--- src/rtl/toggle_event_receiver.sv ---
// Toggle-line event receiver: synchronizes a T flip-flop line, turns each level
// change into an event, queues up to 15 pending events and flags idle timeouts.
module toggle_event_receiver #(
    parameter int SYNC_STAGES = 2,
    parameter int TIMEOUT_CYC = 255
) (
    input  logic       CLK,
    input  logic       RST,
    input  logic       T,
    input  logic       EN,
    input  logic       EVT_READY,
    input  logic       CLR_OVF,
    output logic       PULSE,
    output logic       EVT_VALID,
    output logic [3:0] PEND,
    output logic       OVF,
    output logic       TIMEOUT
);

    typedef enum logic [1:0] {ARM, IDLE, ACTIVE, TOUT} state_t;

    localparam int          ACW   = $clog2(SYNC_STAGES + 1);
    localparam logic [15:0] TMO16 = 16'(TIMEOUT_CYC);

    logic [SYNC_STAGES-1:0] sync_q;
    logic                   ref_q;
    logic                   pulse_q;
    logic [3:0]             pend_q, pend_d;
    logic                   ovf_q, ovf_d;
    logic [15:0]            timer_q, timer_d;
    logic [ACW-1:0]         arm_q, arm_d;
    state_t                 state_q, state_d;

    logic det, acc, pop;

    // ARM masks detection until the chain and REF have absorbed the line level
    assign det = (sync_q[SYNC_STAGES-1] != ref_q) && (state_q != ARM);
    assign acc = det && EN;
    assign pop = (pend_q != 4'd0) && EVT_READY;

    always_ff @(posedge CLK or posedge RST) begin
        if (RST) begin
            sync_q  <= '0;
            ref_q   <= 1'b0;
            pulse_q <= 1'b0;
            pend_q  <= 4'd0;
            ovf_q   <= 1'b0;
            timer_q <= 16'd0;
            arm_q   <= '0;
            state_q <= ARM;
        end else begin
            sync_q  <= {sync_q[SYNC_STAGES-2:0], T};
            ref_q   <= sync_q[SYNC_STAGES-1];
            pulse_q <= acc;
            pend_q  <= pend_d;
            ovf_q   <= ovf_d;
            timer_q <= timer_d;
            arm_q   <= arm_d;
            state_q <= state_d;
        end
    end

    always_comb begin
        state_d = state_q;
        timer_d = timer_q;
        arm_d   = arm_q;
        case (state_q)
            ARM: begin
                if (arm_q == ACW'(SYNC_STAGES)) state_d = IDLE;
                else                            arm_d   = arm_q + 1'b1;
            end
            IDLE: begin
                if (acc) begin
                    state_d = ACTIVE;
                    timer_d = 16'd0;
                end
            end
            ACTIVE: begin
                if (acc) begin
                    timer_d = 16'd0;
                end else if (EN) begin
                    timer_d = timer_q + 16'd1;
                    if (timer_q + 16'd1 == TMO16) state_d = TOUT;
                end
            end
            TOUT: begin
                if (acc) begin
                    state_d = ACTIVE;
                    timer_d = 16'd0;
                end
            end
            default: state_d = ARM;
        endcase
    end

    // A saturating push only sets OVF when no pop frees a slot the same edge
    always_comb begin
        pend_d = pend_q;
        ovf_d  = ovf_q & ~CLR_OVF;
        if (acc && !pop) begin
            if (pend_q == 4'hF) ovf_d  = 1'b1;
            else                pend_d = pend_q + 4'd1;
        end else if (!acc && pop) begin
            pend_d = pend_q - 4'd1;
        end
    end

    assign PULSE     = pulse_q;
    assign EVT_VALID = (pend_q != 4'd0);
    assign PEND      = pend_q;
    assign OVF       = ovf_q;
    assign TIMEOUT   = (state_q == TOUT);

endmodule

--- config.mk ---
export PLATFORM = sky130hd
export DESIGN_NAME = toggle_event_receiver
export DESIGN_NICKNAME = d
export VERILOG_FILES = /design/src/rtl/toggle_event_receiver.sv
export SDC_FILE = /design/constraint.sdc
export NUM_CORES = 1
export LEC_CHECK = 0
export BUFFER_PORTS_ARGS = -buffer_cell sky130_fd_sc_hd__buf_2
export CORE_AREA = 2 2 60 62
export DETAILED_ROUTE_END_ITERATION = 8
export DIE_AREA = 0 0 62 64
export GPL_ROUTABILITY_DRIVEN = 0
export PLACE_DENSITY = 0.82
export SKIP_CTS_REPAIR_TIMING = 1
export SLEW_MARGIN = 30
export SYNTH_ARGS = -nofsm -noshare
export SYNTH_HDL_FRONTEND = slang
export SYNTH_SLANG_ARGS = --single-unit
--- constraint.sdc ---
create_clock -name CLK -period 2.3 [get_ports CLK]
set_input_delay 0.575 -clock CLK [delete_from_list [all_inputs] [get_ports CLK]]
set_output_delay 0.575 -clock CLK [all_outputs]
set_load 0.01 [all_outputs]
==> results.sh, run 1 <==
export IMPL_worstSkewPairLatency_ps=350
export IMPL_root_buffer="clkbuf_4"
export IMPL_hold_viol_final=0
export IMPL_cts_tree="done"
export IMPL_grt_usage=0.2162
export IMPL_layout_common_cells="dfrtp_1, o21ai_0, nand2_1"
export IMPL_htreeDepth=2
export IMPL_syn_area_per_cell_sq_um=9.653
export IMPL_vias_per_cell=5.988
export IMPL_min_period_ps=2156
export IMPL_synth_edf_count=0
export IMPL_core_region_area_sq_um=3284
export IMPL_grt_setup_unrepaired="no"
export IMPL_crit_path_start_kind="flip-flop"
export IMPL_synth_seq_cells=29
export IMPL_drt_iter0_drc=93
export IMPL_drv_cap=0
export IMPL_totalWireLength_um=3740
export IMPL_setup_viol=0
export IMPL_clkSlewWorstSetupHoldPaths_ps=110
export IMPL_fin_tns_setup_ps=0
export IMPL_grt_pass1_vias=1419
export IMPL_netlist_area_sq_um=1863
export IMPL_r2r_start="timer_q[0]$_DFFE_PP0P_"
export IMPL_crit_path_top_delay_cell="or4_4"
export IMPL_power_leakage_nw=0.8998
export IMPL_drive_above_1_share=0.2103
export IMPL_antenna_found_initial=0
export IMPL_fmax_mhz=463.9
export IMPL_hp_class="in -> async"
export IMPL_postRouteAntennaNets=0
export IMPL_yosysWarnings=0
export IMPL_r2r_slack_ps=270
export IMPL_worst_slew_pin_slew_ps=590.6
export IMPL_cts_sink_count=29
export IMPL_peakVddDrop_uv=467.6
export IMPL_port_buffers=13
export IMPL_fin_total_pwr_w=0.001683
export IMPL_grt_overflow_total=0
export IMPL_synth_top_area_share=0.3895
export IMPL_dpl_hpwl_um=2636
export IMPL_cp_max_fo=8
export IMPL_slowest_delay_ps=520
export IMPL_cp_top_family="simple AND/OR/NAND/NOR gates"
export IMPL_cp_required_ps=1730
export IMPL_synth_seq_area_share=0.3895
export IMPL_layout_nets=225
export IMPL_final_common_cell="dfrtp_1"
export IMPL_drtPass1Iterations=4
export IMPL_die_w_um=62
export IMPL_drc=0
export IMPL_grt_pass1_wl_um=6389
export IMPL_synth_cell_types=54
export IMPL_ys_top_cells_by_area="dfrtp_1, o21ai_0, xor2_1"
export IMPL_areaGrowthSynthToFinish_pct=12.49
export IMPL_n_antenna_cell=0
export IMPL_vias=1557
export IMPL_rows=21
export IMPL_ios=14
export IMPL_synth_net_count=205
export IMPL_path_buf_inv=2
export IMPL_critical_path_cell_chain="buf_4 > or4_4 > buf_2"
export IMPL_hold_ws_ps=270.5
export IMPL_clk_path_buf_depth=2
export IMPL_regToRegEndpoint="state_q[0]$_DFFE_PP0P_"
export IMPL_chipHeight_um=64
export IMPL_syn_inst=193
export IMPL_crit_type="reg -> out"
export IMPL_synth_flop_cell="dfrtp_1"
export IMPL_async_reset_ff_frac=1.000
export IMPL_finalCritPeriodShare=0.9373
export IMPL_crit_arrival_ps=1580
export IMPL_worstRegToRegCells=6
export IMPL_die_area_sq_um=3968
export IMPL_skew_ps=12.51
export IMPL_grt_max_degree=30
export IMPL_max_slew_margin=0.6045
export IMPL_status="finished clean"
export IMPL_slew_violations=0
export IMPL_start_util=0.5672
export IMPL_wire_per_inst_um=14.38
export IMPL_cts_buffers=5
export IMPL_yosysTopAreaCell="dfrtp_1"
export IMPL_power_density_nw_per_um2=803.1
export IMPL_crit_path_end_kind="output port"
Yosys cell counts, types with 2 or more instances:
master	instances
o41ai_1	3
ha_1	5
buf_6	3
nand3_1	9
inv_1	6
and4_1	2
nand4_1	7
o21ai_0	20
clkbuf_1	4
nand2_1	14
and2_1	2
a21oi_1	7
xor2_1	8
and3_1	3
and3_4	3
nand2b_1	3
o31ai_1	8
dfrtp_1	29
xnor2_1	5
a41oi_1	2
o22ai_1	2
or3_1	4
a31oi_1	2
buf_2	2
nor2_1	11
cell families (layout without fill, tap and decap cells):
logic type | count (synthesis) | in the layout | share of synthesized area
fa+ha+maj | 6 | 6 | 0.04433
xor+xnor | 13 | 13 | 0.06112
simple gates | 73 | 73 | 0.2478
buf+inv | 17 | 38 | 0.05171
flops | 29 | 29 | 0.3895
compound gates | 54 | 54 | 0.1995
mux | 1 | 1 | 0.006044
sequential cells by signal, indices dropped and copies added (netlist names):
register	count
arm_q	2
PEND	4
state_q	2
timer_q	16
sync_q	2
OVF	1
ref_q	1
PULSE	1
cell type report:
type	count	area [sq um]
Clock buffer	6	51.30
Clock inverter	2	37.54
Fill cell	259	1189
Inverter	6	22.52
Multi-Input combinational cell	147	1041
Sequential cell	29	725.7
Tap cell	46	57.56
Timing Repair Buffer	24	160.2
worst max-delay path by stage:
stage	startpoint	to	slack, ps	cells after the start
2_1_floorplan	PEND[0]$_DFFE_PP0P_	PEND[3]$_DFFE_PP0P_	80	8
3_3_place_gp	EVT_READY	PEND[3]$_DFFE_PP0P_	270	9
3_5_place_dp	EVT_READY	PEND[3]$_DFFE_PP0P_	220	9
4_1_cts	PEND[0]$_DFFE_PP0P_	EVT_VALID	120	3
5_1_grt	PEND[0]$_DFFE_PP0P_	EVT_VALID	90	3
6_report	PEND[0]$_DFFE_PP0P_	EVT_VALID	140	3
worst reg2reg max path: stages, from the launching register on:
cell	delay (ps)
dfrtp_1	400
ha_1	300
and3_4	240
and3_4	180
or3_1	300
a221o_1	350
o31ai_2	180
per-stage QoR:
| stage | util | setup WS [ps] | area, sq um | std cells |
|---|---|---|---|---|
| global placement | 0.6088 | 265.8 | 1999 | 251 |
| detailed placement | 0.6110 | 223.2 | 2007 | 252 |
| global route | 0.6381 | 88.94 | 2096 | 260 |
| CTS | 0.6381 | 118.7 | 2096 | 260 |
| floorplan | - | 79.95 | 1863 | 193 |
| finish | 0.6381 | 144.3 | 2096 | 260 |
where the power goes:
group	switching, W	total [W]	leakage, nW	internal [W]
Combinational	0.000324	0.000591	0.481	0.000267
Sequential	0.0000600	0.000639	0.374	0.000579
Clock	0.000196	0.000454	0.0445	0.000258
per-layer routing:
| layer | up-vias | track usage | routed length, um |
|---|---|---|---|
| li1 | 755 | - | - |
| met3 | 6 | 0.05870 | 152 |
| met1 | 753 | 0.2833 | 1717 |
| met5 | - | 0 | 0 |
| met2 | 43 | 0.3307 | 1808 |
| met4 | 0 | 0.08777 | 61 |
Power figures use the tool's default switching activity.
==> run 2, diff against run 1 <==
--- a/config.mk
+++ b/config.mk
@@ -6,13 +6,16 @@
 export NUM_CORES = 1
 export LEC_CHECK = 0
 export BUFFER_PORTS_ARGS = -buffer_cell sky130_fd_sc_hd__buf_2
-export CORE_AREA = 2 2 60 62
+export CELL_PAD_IN_SITES_DETAIL_PLACEMENT = 0
+export CELL_PAD_IN_SITES_GLOBAL_PLACEMENT = 1
+export CORE_AREA = 2 2 67 69
 export DETAILED_ROUTE_END_ITERATION = 8
-export DIE_AREA = 0 0 62 64
+export DIE_AREA = 0 0 69 71
 export GPL_ROUTABILITY_DRIVEN = 0
-export PLACE_DENSITY = 0.82
+export PLACE_DENSITY = 0.83
 export SKIP_CTS_REPAIR_TIMING = 1
 export SLEW_MARGIN = 30
 export SYNTH_ARGS = -nofsm -noshare
 export SYNTH_HDL_FRONTEND = slang
 export SYNTH_SLANG_ARGS = --single-unit
+export TNS_END_PERCENT = 50
==> results.sh, run 2 (synthesis gave the netlist of run 1 again) <==
export IMPL_grt_usage=0.1670
export IMPL_vias=1496
export IMPL_hold_viol_final=0
export IMPL_root_buffer="clkbuf_8"
export IMPL_final_common_cell="dfrtp_1"
export IMPL_crit_top_cell="xor2_1"
export IMPL_core_region_area_sq_um=4204
export IMPL_start_util=0.4432
export IMPL_drv_cap=0
export IMPL_clk_path_buf_depth=2
export IMPL_power_leakage_nw=0.8918
export IMPL_grt_pass1_wl_um=6624
export IMPL_skew_ps=2.060
export IMPL_critical_path_cell_chain="o41ai_1 > nand4_1 > buf_4 > ha_1 > a21oi_1 > xor2_1 > nor2_1 > xor2_1"
export IMPL_fin_tns_setup_ps=0
export IMPL_chipHeight_um=71
export IMPL_vias_per_cell=5.645
export IMPL_r2r_start="PEND[2]$_DFFE_PP0P_"
export IMPL_fin_cells=265
export IMPL_cp_depth=8
export IMPL_crit_arrival_ps=2290
export IMPL_hp_class="in -> async"
export IMPL_peakVddDrop_uv=407.9
export IMPL_cp_max_fo=4
export IMPL_ios=14
export IMPL_layout_common_cells="dfrtp_1, o21ai_0, nand2_1, buf_2, nor2_1"
export IMPL_grt_pass1_vias=1398
export IMPL_layout_nets=224
export IMPL_top_register="timer_q"
export IMPL_clkSlewWorstSetupHoldPaths_ps=60
export IMPL_min_period_ps=2126
export IMPL_port_buffers=13
export IMPL_cts_buffers=5
export IMPL_slowest_delay_ps=390
export IMPL_crit_path_end="PEND[3]$_DFFE_PP0P_"
export IMPL_slew_violations=0
export IMPL_grt_setup_unrepaired="no"
export IMPL_antenna_found_initial=0
export IMPL_dp_cells=257
export IMPL_cts_tree="done"
export IMPL_crit_path_end_kind="flip-flop"
export IMPL_largest_register_ffs=16
export IMPL_totalWireLength_um=3831
export IMPL_r2r_slack_ps=170
export IMPL_areaGrowthSynthToFinish_pct=12.16
export IMPL_grt_overflow_total=0
export IMPL_crit_path_start_kind="flip-flop"
export IMPL_drive_above_1_share=0.2066
export IMPL_dpl_hpwl_um=2673
export IMPL_worstSkewPairLatency_ps=280
export IMPL_crit_path_top_delay_cell="dfrtp_1"
export IMPL_n_antenna_cell=0
export IMPL_grt_max_degree=30
export IMPL_fmax_mhz=470.4
export IMPL_htreeDepth=2
export IMPL_cts_sink_count=29
export IMPL_critPathLaunch="PEND[2]$_DFFE_PP0P_"
export IMPL_setup_viol=0
export IMPL_crit_type="reg -> reg"
export IMPL_max_slew_margin=0.5844
export IMPL_power_density_nw_per_um2=778.3
export IMPL_finalCritPeriodShare=0.9243
export IMPL_worstRegToRegCells=8
export IMPL_postRouteAntennaNets=0
export IMPL_cp_top_family="compound AO/OA/AOI/OAI gates"
export IMPL_drt_iter0_drc=71
export IMPL_path_buf_inv=1
export IMPL_final_util=0.4970
export IMPL_die_area_sq_um=4899
export IMPL_cp_required_ps=2460
export IMPL_rows=24
export IMPL_status="finished clean"
export IMPL_drtPass1Iterations=4
export IMPL_fill_cells=408
export IMPL_die_w_um=69
export IMPL_worst_slew_pin_slew_ps=620.7
export IMPL_wire_per_inst_um=14.46
export IMPL_drc=0
export IMPL_regToRegEndpoint="PEND[3]$_DFFE_PP0P_"
export IMPL_fin_total_pwr_w=0.001626
==> run 2: layout make-up <==
| type | instances | area (sq um) | share of cell area |
|---|---|---|---|
| Clock buffer | 6 | 72.57 | 0.03473 |
| Sequential cell | 29 | 725.7 | 0.3473 |
| Multi-Input combinational cell | 147 | 1044 | 0.4994 |
| Tap cell | 52 | 65.06 | 0.03114 |
| Clock inverter | 2 | 10.01 | 0.004790 |
| Inverter | 6 | 22.52 | 0.01078 |
| Timing Repair Buffer | 23 | 150.1 | 0.07186 |
==> run 2: metal layers <==
metal | GRT usage | wire [um] | vias up
li1 | - | - | 762
met1 | 0.2227 | 1815 | 707
met2 | 0.2714 | 1860 | 22
met3 | 0.02991 | 106 | 5
met4 | 0.06536 | 48 | 0
met5 | 0 | 0 | -
==> run 2: how the worst min path moves through the flow <==
stage / to / slack, ps / cells after the start
after floorplan: sync_q[1]$_DFF_PP0_ / 330 / 0
after global placement: sync_q[1]$_DFF_PP0_ / 360 / 0
after detailed placement: sync_q[1]$_DFF_PP0_ / 360 / 0
after CTS: timer_q[10]$_DFFE_PP0P_ / 370 / 3
after global routing: sync_q[1]$_DFF_PP0_ / 390 / 0
final: state_q[1]$_DFFE_PP0P_ / 350 / 3
==> run 2: worst min-delay path, delay by kind of cell <==
kind / cells / cell delay, ps
buf+inv: 3 / 460
==> run 2: through the flow <==
step / instance area [sq um] / setup WS [ps] / hold slack (ps)
after floorplan: 1863 / 79.95 / 331.2
after global placement: 1999 / 178.9 / 364.0
after detailed placement: 2004 / 160.6 / 357.7
after CTS: 2087 / 154.6 / 370.5
after global routing: 2090 / 51.96 / 388.3
final: 2090 / 174.1 / 349.5
==> run 2: power by group <==
part / internal, W / total, W / switching (W)
clock: 0.000209 / 0.000412 / 0.000203
sequential: 0.000580 / 0.000656 / 0.0000763
combinational: 0.000253 / 0.000558 / 0.000305
